[src/rtl/hex_seg_pkg.sv]
// Shared seven-segment definitions: glyph constants, segment type, nibble width.
// Latency: n/a (package only).
// Backpressure: n/a. Also used by the display driver, so glyph encodings must stay in sync.
package hex_seg_pkg;

  // Active-low segment pattern, bit0 = seg a ... bit6 = seg g.
  typedef logic [6:0] seg_t;

  localparam int NIBBLE_W = 4;

  localparam seg_t SEG_0 = 7'h40;
  localparam seg_t SEG_1 = 7'h79;
  localparam seg_t SEG_2 = 7'h24;
  localparam seg_t SEG_3 = 7'h30;
  localparam seg_t SEG_4 = 7'h19;
  localparam seg_t SEG_5 = 7'h12;
  localparam seg_t SEG_6 = 7'h02;
  localparam seg_t SEG_7 = 7'h78;
  localparam seg_t SEG_8 = 7'h00;
  localparam seg_t SEG_9 = 7'h10;
  localparam seg_t SEG_A = 7'h08;
  localparam seg_t SEG_B = 7'h03;
  localparam seg_t SEG_C = 7'h46;
  localparam seg_t SEG_D = 7'h21;
  localparam seg_t SEG_E = 7'h06;
  localparam seg_t SEG_F = 7'h0E;

  // Output-side state of the scan reader.
  typedef enum logic {
    ST_EMPTY = 1'b0,
    ST_FULL  = 1'b1
  } out_state_e;

endpackage

[src/rtl/seg_to_nibble.sv]
// Decodes one active-low seven-segment glyph back to its hex nibble.
// Latency: combinational.
// Backpressure: none. Ports: seg (glyph in), nibble (value, 0 when illegal), err (not a hex glyph).
module seg_to_nibble
  import hex_seg_pkg::*;
(
  input  logic [6:0]          seg,
  output logic [NIBBLE_W-1:0] nibble,
  output logic                err
);

  always_comb begin
    nibble = '0;
    err    = 1'b0;
    case (seg)
      SEG_0:   nibble = 4'h0;
      SEG_1:   nibble = 4'h1;
      SEG_2:   nibble = 4'h2;
      SEG_3:   nibble = 4'h3;
      SEG_4:   nibble = 4'h4;
      SEG_5:   nibble = 4'h5;
      SEG_6:   nibble = 4'h6;
      SEG_7:   nibble = 4'h7;
      SEG_8:   nibble = 4'h8;
      SEG_9:   nibble = 4'h9;
      SEG_A:   nibble = 4'hA;
      SEG_B:   nibble = 4'hB;
      SEG_C:   nibble = 4'hC;
      SEG_D:   nibble = 4'hD;
      SEG_E:   nibble = 4'hE;
      SEG_F:   nibble = 4'hF;
      default: err    = 1'b1;
    endcase
  end

endmodule

[src/rtl/hex_scan_reader.sv]
// Watches a multiplexed active-low 7-seg bus and rebuilds the displayed hex word.
// Latency: o_valid rises STABLE_CYCLES edges after the last digit's first stable sample.
// Backpressure: o_valid/i_ready; a frame completing while o_valid & ~i_ready is dropped and o_overrun latches.
// Ports: clk, reset (sync, active-high); i_seg/i_dig_sel scan bus in; o_value/o_err_mask/o_valid/i_ready
// frame out; o_overrun sticky drop flag. Optional macro HEX_SCAN_DP_EN adds i_dp (active-low point) and
// o_dp_mask (lit points per digit).
module hex_scan_reader
  import hex_seg_pkg::*;
#(
  parameter int NUM_DIGITS    = 4,
  parameter int STABLE_CYCLES = 4
) (
  input  logic                           clk,
  input  logic                           reset,
  input  logic [6:0]                     i_seg,
  input  logic [NUM_DIGITS-1:0]          i_dig_sel,
  output logic [NIBBLE_W*NUM_DIGITS-1:0] o_value,
  output logic [NUM_DIGITS-1:0]          o_err_mask,
  output logic                           o_valid,
  input  logic                           i_ready,
  output logic                           o_overrun
`ifdef HEX_SCAN_DP_EN
  ,
  input  logic                           i_dp,
  output logic [NUM_DIGITS-1:0]          o_dp_mask
`endif
);

  localparam int CNT_W = $clog2(STABLE_CYCLES + 1);
  localparam logic [CNT_W-1:0] CNT_MAX = CNT_W'(STABLE_CYCLES);

`ifdef HEX_SCAN_DP_EN
  localparam int SAMPLE_W = 7 + NUM_DIGITS + 1;
  logic [SAMPLE_W-1:0] sample;
  assign sample = {i_dp, i_seg, i_dig_sel};
`else
  localparam int SAMPLE_W = 7 + NUM_DIGITS;
  logic [SAMPLE_W-1:0] sample;
  assign sample = {i_seg, i_dig_sel};
`endif

  logic [SAMPLE_W-1:0]              prev_sample;
  logic [CNT_W-1:0]                 stable_cnt, stable_cnt_nxt;
  logic                             sel_onehot, same_sample, capture;
  logic [NIBBLE_W-1:0]              dec_nibble;
  logic                             dec_err;
  logic [NIBBLE_W*NUM_DIGITS-1:0]   slot_value, slot_value_nxt;
  logic [NUM_DIGITS-1:0]            slot_err, slot_err_nxt;
  logic [NUM_DIGITS-1:0]            captured;
  logic                             frame_done, transfer, load, drop;
  out_state_e                       state, state_nxt;

  seg_to_nibble u_dec (
    .seg    (i_seg),
    .nibble (dec_nibble),
    .err    (dec_err)
  );

  assign sel_onehot  = $onehot(i_dig_sel);
  assign same_sample = (sample == prev_sample);

  // Capture fires only on the step into saturation, so a long dwell samples once.
  assign capture = sel_onehot && same_sample && (stable_cnt == CNT_MAX - CNT_W'(1));

  always_comb begin
    stable_cnt_nxt = '0;
    if (sel_onehot) begin
      if (!same_sample)
        stable_cnt_nxt = CNT_W'(1);
      else if (stable_cnt == CNT_MAX)
        stable_cnt_nxt = CNT_MAX;
      else
        stable_cnt_nxt = stable_cnt + CNT_W'(1);
    end
  end

  // Slot contents including this cycle's capture, so a completing frame
  // can be loaded on the same edge as its last digit.
  always_comb begin
    slot_value_nxt = slot_value;
    slot_err_nxt   = slot_err;
    for (int k = 0; k < NUM_DIGITS; k++) begin
      if (capture && i_dig_sel[k]) begin
        slot_value_nxt[k*NIBBLE_W +: NIBBLE_W] = dec_nibble;
        slot_err_nxt[k]                        = dec_err;
      end
    end
  end

  assign frame_done = capture && (&(captured | i_dig_sel));
  assign transfer   = o_valid && i_ready;
  assign load       = frame_done && (!o_valid || i_ready);
  assign drop       = frame_done && o_valid && !i_ready;
  assign o_valid    = (state == ST_FULL);

  always_comb begin
    state_nxt = state;
    case (state)
      ST_EMPTY: if (frame_done)           state_nxt = ST_FULL;
      ST_FULL:  if (transfer && !load)    state_nxt = ST_EMPTY;
      default:                            state_nxt = ST_EMPTY;
    endcase
  end

  always_ff @(posedge clk) begin
    if (reset) begin
      state       <= ST_EMPTY;
      prev_sample <= '0;
      stable_cnt  <= '0;
      slot_value  <= '0;
      slot_err    <= '0;
      captured    <= '0;
      o_value     <= '0;
      o_err_mask  <= '0;
      o_overrun   <= 1'b0;
    end else begin
      state       <= state_nxt;
      prev_sample <= sample;
      stable_cnt  <= stable_cnt_nxt;
      slot_value  <= slot_value_nxt;
      slot_err    <= slot_err_nxt;
      if (frame_done)
        captured <= '0;
      else if (capture)
        captured <= captured | i_dig_sel;
      if (load) begin
        o_value    <= slot_value_nxt;
        o_err_mask <= slot_err_nxt;
      end
      // A drop can only happen without a transfer, so the two never collide.
      if (transfer)
        o_overrun <= 1'b0;
      else if (drop)
        o_overrun <= 1'b1;
    end
  end

`ifdef HEX_SCAN_DP_EN
  logic [NUM_DIGITS-1:0] slot_dp, slot_dp_nxt;

  always_comb begin
    slot_dp_nxt = slot_dp;
    for (int k = 0; k < NUM_DIGITS; k++)
      if (capture && i_dig_sel[k])
        slot_dp_nxt[k] = !i_dp;
  end

  always_ff @(posedge clk) begin
    if (reset) begin
      slot_dp   <= '0;
      o_dp_mask <= '0;
    end else begin
      slot_dp <= slot_dp_nxt;
      if (load)
        o_dp_mask <= slot_dp_nxt;
    end
  end
`endif

endmodule

[config.mk]
export PLATFORM = sky130hd
export DESIGN_NAME = hex_scan_reader
export DESIGN_NICKNAME = d
export VERILOG_FILES = /design/src/rtl/hex_seg_pkg.sv /design/src/rtl/seg_to_nibble.sv /design/src/rtl/hex_scan_reader.sv
export SDC_FILE = /design/constraint.sdc
export NUM_CORES = 1
export LEC_CHECK = 0
export BUFFER_PORTS_ARGS = -buffer_cell sky130_fd_sc_hd__buf_2
export CORE_MARGIN = 3
export CORE_UTILIZATION = 25
export DETAILED_ROUTE_END_ITERATION = 10
export PLACE_DENSITY = 0.37
export SLEW_MARGIN = 40
export SYNTH_ARGS = -nofsm -noshare
export SYNTH_HDL_FRONTEND = slang
export SYNTH_SLANG_ARGS = --single-unit
[constraint.sdc]
create_clock -name clk -period 3.5 [get_ports clk]
set_input_delay 0.175 -clock clk [delete_from_list [all_inputs] [get_ports clk]]
set_output_delay 0.175 -clock clk [all_outputs]
set_load 0.01 [all_outputs]
---- Word-level counts from Yosys, hierarchy flattened ----
Cells that the tools add are included.
operators by class
  bitwise logic cells ..................... 4
  equality and inequality tests ........... 19
  mux-type cells .......................... 15
  add/subtract/negate cells ............... 4
  reduce and logical (&&, ||, !) cells .... 24
operators with widths
  kind                                                                    count
  4-bit one-hot mux with 15 select lines                                  1
  7-bit equality test (second input constant)                             4
  7-bit by 5-bit equality test with 1-bit output (second input constant)  3
  7-bit by 6-bit equality test with 1-bit output (second input constant)  3
  4-bit 2-to-1 mux                                                        4
  16-bit OR reduction                                                     1
  7-bit by 2-bit equality test with 1-bit output (second input constant)  2
  7-bit by 4-bit equality test with 1-bit output (second input constant)  2
  1-bit logical AND                                                       12
  11-bit equality test                                                    1
  1-bit 2-to-1 mux                                                        8
  7-bit by 3-bit equality test with 1-bit output (second input constant)  1
  7-bit logical NOT                                                       1
  2-bit OR reduction                                                      3
  1-bit by 1-bit adder with 2-bit output                                  2
  4-bit bitwise OR                                                        1
  4-bit AND reduction                                                     1
  4-bit OR reduction                                                      1
  2-bit by 2-bit adder with 3-bit output                                  1
  3-bit by 1-bit adder with 3-bit output (second input constant)          1
  3-bit by 1-bit equality test with 1-bit output (second input constant)  1
  3-bit by 2-bit equality test with 1-bit output (second input constant)  1
  3-bit equality test (second input constant)                             1
  1-bit logical NOT                                                       3
  5 further kinds                                                         7
storage, ports and cells
  input bits .............................. 14
  register bits after elaboration ......... 60

---- Depth between registers and ports, before layout ----
Gate-level depths: netlist of run 1.
  word-level depth ........................ 11
  gate-level depth with buffers ........... 13
  mapped depth without buffers ............ 10

---- Cells and area by module ----
From an unflattened synthesis of run 1, not the netlist that was laid out.
second synthesis, totals
  cell total of the unflattened synthesis .. 344
  area, all modules ....................... 3091.7 sq um
modules (own cells, without submodules)
  module           seq. area each (sq um)  area an instance (sq um)  instances  cells each
  hex_scan_reader  1201.2                  2710.1                    1          281
  seg_to_nibble    0.0                     381.6                     1          63

---- Least setup slack after synthesis of run 1 ----
No wires, ideal clock.
  path kind ............................... input-to-reg
  start ................................... input i_dig_sel[0]
  end ..................................... register o_value[10]
  arrival time ............................ 2637 ps
  buffers on the path ..................... 3
  setup time .............................. 87 ps
  stages .................................. 13
  data required time ...................... 3413 ps
  slack ................................... 776 ps
  cell sequence ........................... inv_1 -> fa_1 -> inv_1 -> ha_1 -> ha_1 -> and4bb_1 -> buf_4 -> nor4b_2 -> nand4_1 -> or2_1 -> buf_6 -> buf_6 -> o31ai_1
on the way
  word-level cells in the longest chain between the ends .. 7
  elaborated cells on any way between the ends .. 12
  classes of those cells .................. add/sub: 2; eq/ne: 2; mux: 1; bitwise: 1; reduce/logical: 6
RTL lines
  item                                                          line                                          RTL
  from (decl)                                                   hex_scan_reader.sv:16                         input logic [NUM_DIGITS-1:0] i_dig_sel,
  1-bit by 1-bit adder with 2-bit output (not written as such)  hex_scan_reader.sv:59                         assign sel_onehot = $onehot(i_dig_sel);
  2-bit by 2-bit adder with 3-bit output (not written as such)  hex_scan_reader.sv:59
  3-bit by 1-bit equality test with 1-bit output                hex_scan_reader.sv:59
  1-bit logical AND (2 in series)                               hex_scan_reader.sv:63                         assign capture = sel_onehot && same_sample && (stable_cnt == CNT_MAX - CNT_W'(1));
  1-bit logical AND, on equally long branches                   hex_scan_reader.sv:83, hex_scan_reader.sv:90
  4-bit 2-to-1 mux or 1-bit logical AND (tied branches)         hex_scan_reader.sv:83, hex_scan_reader.sv:92
  to (signal assigned)                                          hex_scan_reader.sv:127                        o_value <= slot_value_nxt;
  to (decl)                                                     hex_scan_reader.sv:17                         output logic [NIBBLE_W*NUM_DIGITS-1:0] o_value,
Parallel ways exist; a longest one is shown, timed or not.
A chain may end at the register's enable or synchronous reset.

---- Worst setup path after layout of run 1 ----
  start ................................... input i_dig_sel[0]
  end ..................................... register o_value[12]
The elaborated chain is that of the path after synthesis.

==> run metrics, run 1 <==
status complete, no violations; final wirelength 7650 um; Mapped Cells 306; Total GRT Usage 12.7%; cell area after synthesis 2810 sq um; residual DRC count 0; Gate power share 6.6%; required time of the critical path 3.74 ns; HP Class in2reg; number of distinct library cells after synthesis 48; final setup violation count 0; Top FF cell, synth dfxtp_1; fin util 31.4%; final setup TNS 0 ns; CORE AREA 10900 sq um; GPL Wtd Cong 0.713; hpwl dp 5350 um; Slew headroom 56.9%; Vias per Instance just under 5; layout cell share with drive strength beyond 1 19.5%; RSZ-0062 raised after global routing false; syn_area_per_cell slightly above 9 sq um; Synthesized Nets 326; NetSw 373 uW; Worst-Margin Slew 0.639 ns; sequential power share between 40% and 50%; number of global-route vias before repair 2235; Power Total 1.71 mW; most frequent cells in the layout dfxtp_1, buf_2, nor2_1; Tmin final 2.78 ns; most common cell after layout, fill and taps aside dfxtp_1; die height 112 um; Leak roughly 1.3 nW; DR vias around 2400; FFs w/ async S/R, synth 0%; Pint 1.34 mW; TritonCTS Sinks 60; filler cell count in the final layout between 1000 and 1500; Num CTS Buffers 9; largest net degree at the start of global routing 56; final net count approximately 360; Core Rows 38; Critical Path Source Type primary input; number of synthesized flops with an enable pin 0; CTS hold repair buffers 0; CTS tree yes; fin crit share about four fifths; Initial Utilization 25.7%; setup bufs post-CTS 0; Die W between 100 and 150 um; CP endpoint kind flip-flop; Worst Path Arrival 3.02 ns; first-pass GRT wire length 12400 um; Peak VDD IR approximately 0.00017 V; Clk Tree Root Cell clkbuf_16; post-route ant nets 0; Clk network pwr share 52.7%; PwrDens about 500 nW/um^2; hold violation count in the final report 0; cts repair resizes 0; Synth-to-Final Area Change 22.3%; Max Slew Vio Count 0; routed len/inst between 15 and 20 um; H-tree Lvls 3; Clock Path Buffers 2; Syn. warnings 0; sequential cell area fraction in the yosys report a little over two fifths; Reg clk slew, reported paths 0.05 ns; GRT overflow 0; Switching Fraction 21.8%; worst-skew pair later-pin latency ~0.33 ns; Seq cells post-synth 60; I/O Buffers 35; Worst Skew 0.00501 ns; Max Clock Freq between 300 and 400 MHz; Initial DRC Count between 100 and 150; WS Path Type in2reg; Ports 36; die area 12500 sq um; Max-Cap Viols 0; initial antenna violation count 0; worst-path maximum fanout 16; diode count 0; DRT Pass-1 Iters 5
critical path, stage by stage:
cell,delay (ns)
buf_2,0.14
inv_1,0.13
fa_1,0.55
inv_1,0.04
ha_1,0.17
ha_1,0.28
and4bb_1,0.32
nor4b_2,0.21
nand4_1,0.17
or2_1,0.50
o31ai_1,0.32
power by group through the flow:
stage          Combinational, mW  Clock [mW]  Sequential (mW)
2_1_floorplan             0.0815           0            0.709
6_report                   0.113       0.902            0.696
3_5_place_dp               0.114           0            0.710
5_1_grt                    0.127       0.964            0.695
4_1_cts                    0.115       0.930            0.695
3_3_place_gp               0.113           0            0.710
kinds of logic (layout without fill, tap and decap cells):
kind of cell	after synthesis	in the layout	synth area share (%)
AND/OR/NAND/NOR	129	129	29.4
XOR/XNOR	12	12	3.74
multiplexers	4	4	1.42
AO/OA/AOI/OAI	60	60	14.2
adder cells (fa/ha/maj)	6	6	2.94
flip-flops	60	60	42.7
buffers and inverters	35	72	5.52
layer usage:
layer  up-vias  share of wire [%]  GRT usage [%]
met5         -                  0              0
met4         0                2.5           7.61
met3        12                4.1           2.48
met2        48                 44           17.5
met1      1120                 50           18.1
li1       1189                  -              -
area by class of cell:
type                    instances  area (sq um)  share of cell area, %
multi-input cells             211          1470                   42.7
flip-flops and latches         60          1200                   35.0
clock buffers                  14           274                   7.98
repair buffers                 43           235                   6.85
well taps                     140           175                   5.10
inverters                      14          52.6                   1.53
clock inverters                 1          30.0                  0.874
state kept, by name, summed over array words and instances, names as in the netlist:
name	count
prev_sample	11
captured	4
o_err_mask	4
o_valid	1
o_value	16
slot_err	4
o_overrun	1
stable_cnt	3
slot_value	16
final timing paths:
check / to / slack, ns / depth (start not counted) / from
setup / recovery: o_value[12] / 0.72 / 11 / i_dig_sel[0]
hold / removal: o_overrun / 0.05 / 2 / i_ready
setup reg to reg: o_value[12] / 1.32 / 7 / stable_cnt[0]
hold reg to reg: captured[3] / 0.47 / 1 / captured[3]
synth_stat cells, types with 2 or more instances:
| library cell | instances | area (sq um) |
|---|---|---|
| nor2_1 | 27 | 101 |
| a31oi_1 | 7 | 43.8 |
| a21o_1 | 5 | 37.5 |
| xor2_1 | 4 | 35.0 |
| nor4bb_1 | 2 | 20.0 |
| mux2i_1 | 4 | 40.0 |
| o22ai_1 | 4 | 25.0 |
| nor2b_1 | 8 | 50.1 |
| nand2_1 | 11 | 41.3 |
| dfxtp_1 | 60 | 1200 |
| nor4_1 | 16 | 100 |
| nor3b_1 | 3 | 22.5 |
| inv_1 | 14 | 52.6 |
| ha_1 | 5 | 62.6 |
| buf_6 | 2 | 22.5 |
| nor3_1 | 16 | 80.1 |
| o21ai_0 | 9 | 45.0 |
| o21ai_1 | 4 | 20.0 |
| nor4b_1 | 2 | 17.5 |
| and4_1 | 2 | 17.5 |
| a211oi_1 | 3 | 22.5 |
| o31ai_1 | 12 | 90.1 |
| clkbuf_1 | 14 | 52.6 |
| nand2b_1 | 4 | 25.0 |
| buf_2 | 4 | 20.0 |
| xnor2_1 | 8 | 70.1 |
| nand4_1 | 8 | 50.1 |
| nand3_1 | 2 | 10.0 |
| a21oi_1 | 5 | 25.0 |
| nor4_4 | 4 | 85.1 |
| o21a_1 | 5 | 37.5 |
| nand3b_1 | 16 | 120 |
stage by stage:
stage / setup slack (ns) / instances / hold WS [ns] / instance area [sq um]
4_1_cts: 0.640 / 483 / 0.0417 / 3440
2_1_floorplan: 0.776 / 306 / 0.277 / 2810
6_report: 0.718 / 483 / 0.0533 / 3440
3_3_place_gp: 0.406 / 468 / 0.382 / 3120
5_1_grt: 0.446 / 483 / 0.0559 / 3440
3_5_place_dp: 0.293 / 468 / 0.388 / 3130
Note: power is estimated with default switching activity, not from simulation.
==> inputs of run 2 (changes only) <==
Settings changed: ABC_AREA set to 1, PLACE_DENSITY 0.37 to 0.38.
Clock period 3.5 ns to 2.5 ns, I/O delays scaled along.
==> run metrics, run 2 <==
Synth-to-Final Area Change 24.5%; largest net degree at the start of global routing 33; sequential cell area fraction in the yosys report between 40% and 50%; dpl cells between 600 and 700; final setup TNS 0 ns; Max Clock Freq 450 MHz; min-delay src i_ready; filler cell count in the final layout roughly 1300; CTS tree yes; fin crit share around 90%; r2r setup slk 0.70 ns; status complete, no violations; most frequent cells in the layout nand2_1, nor2_1, dfxtp_1; number of synthesized flops with an enable pin 0; Worst Skew 0.00321 ns; count leader, synth nand2_1; ranking of synthesized cells by area dfxtp_1, nand2_1, nor2_1; setup bufs post-CTS 0; Post-Layout Cell Count around 640; FFs w/ async S/R, synth 0%; top cells by count, synth nand2_1, nor2_1, dfxtp_1; Vias per Instance 4.18; Peak VDD IR 0.000285 V; Mapped Cells between 400 and 500; cell area after synthesis 2890 sq um; Initial Utilization 26.1%; DR vias ~2700; reg-to-reg endpoint o_value[2]; Core Rows 38; hold violation count in the final report 0; Slew headroom 64.0%; layout cell share with drive strength beyond 1 16.0%; initial antenna violation count 0; final wirelength 7260 um; die height 113 um; RSZ-0062 raised after global routing false; Tmin final 2.22 ns; Reg clk slew, reported paths 0.05 ns; Die W about 110 um; Synthesized Nets 465; WHS approximately 0.065 ns; diode count 0; H-tree Lvls 3; WS Path Type in2reg; Seq cells post-synth 60; share of the synthesized area in the top cell type around two fifths; worst-path maximum fanout 6; routed len/inst around 11 um; Initial DRC Count between 90 and 100; Slowest-stage cell, CP fa_1; Clk Tree Root Cell clkbuf_16; Syn. warnings 0; post-route ant nets 0; die area 12900 sq um; Num CTS Buffers 9; Critical Path Source Type primary input; required time of the critical path 2.72 ns; final net count approximately 520; hpwl dp roughly 5400 um; post-synth top area cell dfxtp_1; Max Slew Vio Count 0; GRT overflow 0; residual DRC count 0; Top FF cell, synth dfxtp_1; Worst-Margin Slew between 0.5 and 0.6 ns; number of distinct library cells after synthesis 22; Worst Path Arrival 2.44 ns; DRT Pass-1 Iters 4; CORE AREA 11100 sq um; hold path depth 4; PwrDens 655 nW/um^2; Power Total around 2.4 mW; WHS Endpoint o_overrun; cts repair resizes 0; most common cell after layout, fill and taps aside nand2_1; Post-DP Area 3300 sq um; Max stage delay on crit path 0.52 ns; I/O Buffers 35; HP Class in2reg; Finished Cell Area roughly 3600 sq um; GPL Wtd Cong 0.840; largest registers o_value x16, slot_value x16, prev_sample x11; Critical Path, Cell by Cell buf_2, inv_2, fa_1, inv_1, ha_1, ha_1, nor2_1, nand2_1, nor2_8, buf_4, nand3_1, nand2_1, nand2_1, nor2_1, nor2_1; Leak roughly 1.9 nW; worst-skew pair later-pin latency 0.32 ns; Total GRT Usage between 10% and 20%; Clock Path Buffers 2; syn_area_per_cell 6.49 sq um; R2R depth 12; Max-Cap Viols 0; TritonCTS Sinks 60; first-pass GRT wire length 12500 um; Ports 36; CTS hold repair buffers 0; CP endpoint kind flip-flop; number of global-route vias before repair 2659; reg2reg start prev_sample[8]; final setup violation count 0
## run 2: cell type report
class / count / area, sq um / area share [%]
timing repair buffer: 50 / 313 / 8.70
tap: 140 / 175 / 4.87
inverter: 61 / 229 / 6.37
multi-input combinational: 314 / 1390 / 38.5
clock buffer: 12 / 256 / 7.14
sequential: 60 / 1200 / 33.4
clock inverter: 2 / 35.0 / 0.975
## run 2: how the worst max path moves through the flow
stage | start | endpoint | slack (ns) | cells after the start
floorplan | i_dig_sel[0] | o_err_mask[0] | 0.25 | 14
global placement | i_dig_sel[0] | o_value[2] | -0.08 | 15
detailed placement | i_dig_sel[0] | o_value[2] | -0.10 | 15
CTS | i_dig_sel[0] | o_value[2] | 0.24 | 15
global route | i_dig_sel[0] | o_value[2] | 0.07 | 15
finish | i_dig_sel[0] | o_value[2] | 0.28 | 15
## run 2: where the power goes
part | leakage (nW) | switching [mW] | internal (mW) | total, mW
Clock | 0.145 | 0.418 | 0.812 | 1.23
Combinational | 1.26 | 0.0995 | 0.0511 | 0.151
Sequential | 0.486 | 0.00484 | 0.969 | 0.974
## run 2: logic make-up after synthesis
logic type / share of synthesized area, %
AO/OA/AOI/OAI: 4.85
adder cells (fa/ha/maj): 2.86
XOR/XNOR: 1.21
AND/OR/NAND/NOR: 39.0
flip-flops: 41.6
buffers and inverters: 10.4
## run 2: worst max-delay path, delay by kind of cell
| kind | cells | cell delay [ns] |
|---|---|---|
| adder cells (fa/ha/maj) | 3 | 0.97 |
| buffers and inverters | 4 | 0.33 |
| AND/OR/NAND/NOR | 8 | 1.00 |
## run 2: stage by stage
| step | worst slack [ns] | utilization (%) |
|---|---|---|
| finish | 0.280 | 32.4 |
| global route | 0.0722 | 32.4 |
| CTS | 0.244 | 32.4 |
| detailed placement | -0.103 | 29.8 |
| global placement | -0.0787 | 29.8 |
| floorplan | 0.246 | - |
## run 2: routing by layer
layer,share of wire [%],wire length [um],up-vias,global-route usage (%)
met5,0,0,-,0
met4,1.4,103,0,4.25
met3,3.6,262,8,3.02
met2,47,3440,39,20.7
met1,48,3450,1188,15.2
li1,-,-,1438,-
==> inputs of run 3 (changes only) <==
Settings changed: PLACE_DENSITY 0.38 to 0.37.
Clock period 2.5 ns to 2.3 ns, I/O delays scaled along.
==> run metrics, run 3 (synthesis gave the netlist of run 2 again) <==
hold path depth 4; cts repair resizes 0; worst-skew pair later-pin latency between 0.3 and 0.4 ns; final setup violation count 0; GRT overflow 0; sequential power share 39.3%; Switching Fraction 22.5%; Critical Path, Cell by Cell buf_2, inv_2, fa_1, inv_1, ha_1, ha_1, nor2_1, nand2_2, nor2_8, buf_4, nand3_1, nand2_1, nand2_1, nor2_1, nor2_1; GR Util met1 between 10% and 20%; PwrDens 728 nW/um^2; area of the multi-input gates 1430 sq um; hold violation count in the final report 0; die height 113 um; Slowest-stage cell, CP fa_1; NetSw around 600 uW; setup bufs post-CTS 0; Vias per Instance 4.11; Synth-to-Final Area Change 28.1%; R2R depth 9; Max stage delay on crit path 0.52 ns; Max-Cap Viols 0; fin crit share 90.5%; TritonCTS Sinks 60; hpwl dp 5430 um; CTS hold repair buffers 0; CORE AREA approximately 11000 sq um; post-route ant nets 0; die area 12900 sq um; Clk network pwr share 54.4%; DR vias 2658; most used cell along the critical path nor2_1; number of global-route vias before repair 2707; Worst Skew 0.00537 ns; Power Total between 2 and 3 mW; GPL Wtd Cong 0.808; final net count around 520; largest net degree at the start of global routing 33; GRT met3 Usage 2.76%; CTS tree yes; Clock Path Buffers 2; final wirelength 7530 um; Ports 36; Leak 1.92 nW; Finished Cell Area 3700 sq um; most common cell after layout, fill and taps aside nand2_1; Pint 2.09 mW; stages on the worst setup path 15; largest registers o_value x16, slot_value x16, prev_sample x11; r2r setup slk 0.55 ns; Total GRT Usage 13.0%; I/O Buffers 35; status complete, no violations; Max Clock Freq 480 MHz; Clk Tree Root Cell clkbuf_16; CP delay by family, top adder cells; Gate power share 6.3%; Initial Utilization roughly a quarter; Max Slew Vio Count 0; busiest grt layer met2; diode count 0; Tmin final ~2.1 ns; initial antenna violation count 0; worst-path maximum fanout 6; WHS roughly 0.044 ns; final setup TNS 0 ns; Critical Path Source Type primary input; routed len/inst 11.7 um; Worst-Margin Slew 0.498 ns; Crit path buffers/inverters 4; Core Rows 38; Sequential cell area 1200 sq um; Num CTS Buffers 9; Die W 113 um; residual DRC count 0; DP Worst Slack -0.241 ns; WS Path Type in2reg; required time of the critical path ~2.5 ns; Slew headroom 66.5%; first-pass GRT wire length 13000 um; Reg clk slew, reported paths 0.05 ns; H-tree Lvls 3; Worst Path Arrival 2.31 ns; layout cell share with drive strength beyond 1 ~18%; filler cell count in the final layout 1261; HP Class in2reg; met2 Usage GRT 21.2%; Peak VDD IR 0.000305 V; Setup WS post-layout 0.219 ns; Initial DRC Count between 100 and 150; CP endpoint kind flip-flop; most frequent cells in the layout nand2_1, nor2_1, dfxtp_1; Post-DP Area 3340 sq um; DRT Pass-1 Iters 4
## run 3: worst min-delay path, stage by stage
cell and delay (ns):
buf_2 0.08, nand2_1 0.05, nand2_1 0.05, a21oi_1 0.03
## run 3: stage by stage
step	cells	util (%)
floorplan	445	-
global placement	630	30.2
detailed placement	630	30.2
CTS	646	33.0
global route	646	33.4
finish	646	33.4
## run 3: final cells by class
cell class,instances,area share (%)
clock buffer,12,6.66
clock inverter,4,1.96
inverter,61,6.19
sequential,60,32.5
timing repair buffer,55,9.47
tap,140,4.73
multi-input combinational,314,38.5
## run 3: per-layer routing
metal | up-vias | share of wire, %
met5 | - | 0
met4 | 0 | 2.3
met3 | 11 | 3.4
met2 | 34 | 45
met1 | 1164 | 49
li1 | 1449 | -
## run 3: final timing paths
| kind | startpoint | to |
|---|---|---|
| worst max-delay path | i_dig_sel[0] | o_err_mask[3] |
| worst min-delay path | i_ready | o_overrun |
| worst max register to register | stable_cnt[0] | slot_value[13] |
| worst min register to register | o_overrun | o_overrun |
## run 3: power groups by stage
stage	Combinational, mW	Clock, mW	Sequential, mW
global route	0.199	1.57	1.06
finish	0.169	1.47	1.06
floorplan	0.100	0	1.08
detailed placement	0.169	0	1.08
CTS	0.170	1.52	1.06
global placement	0.170	0	1.08
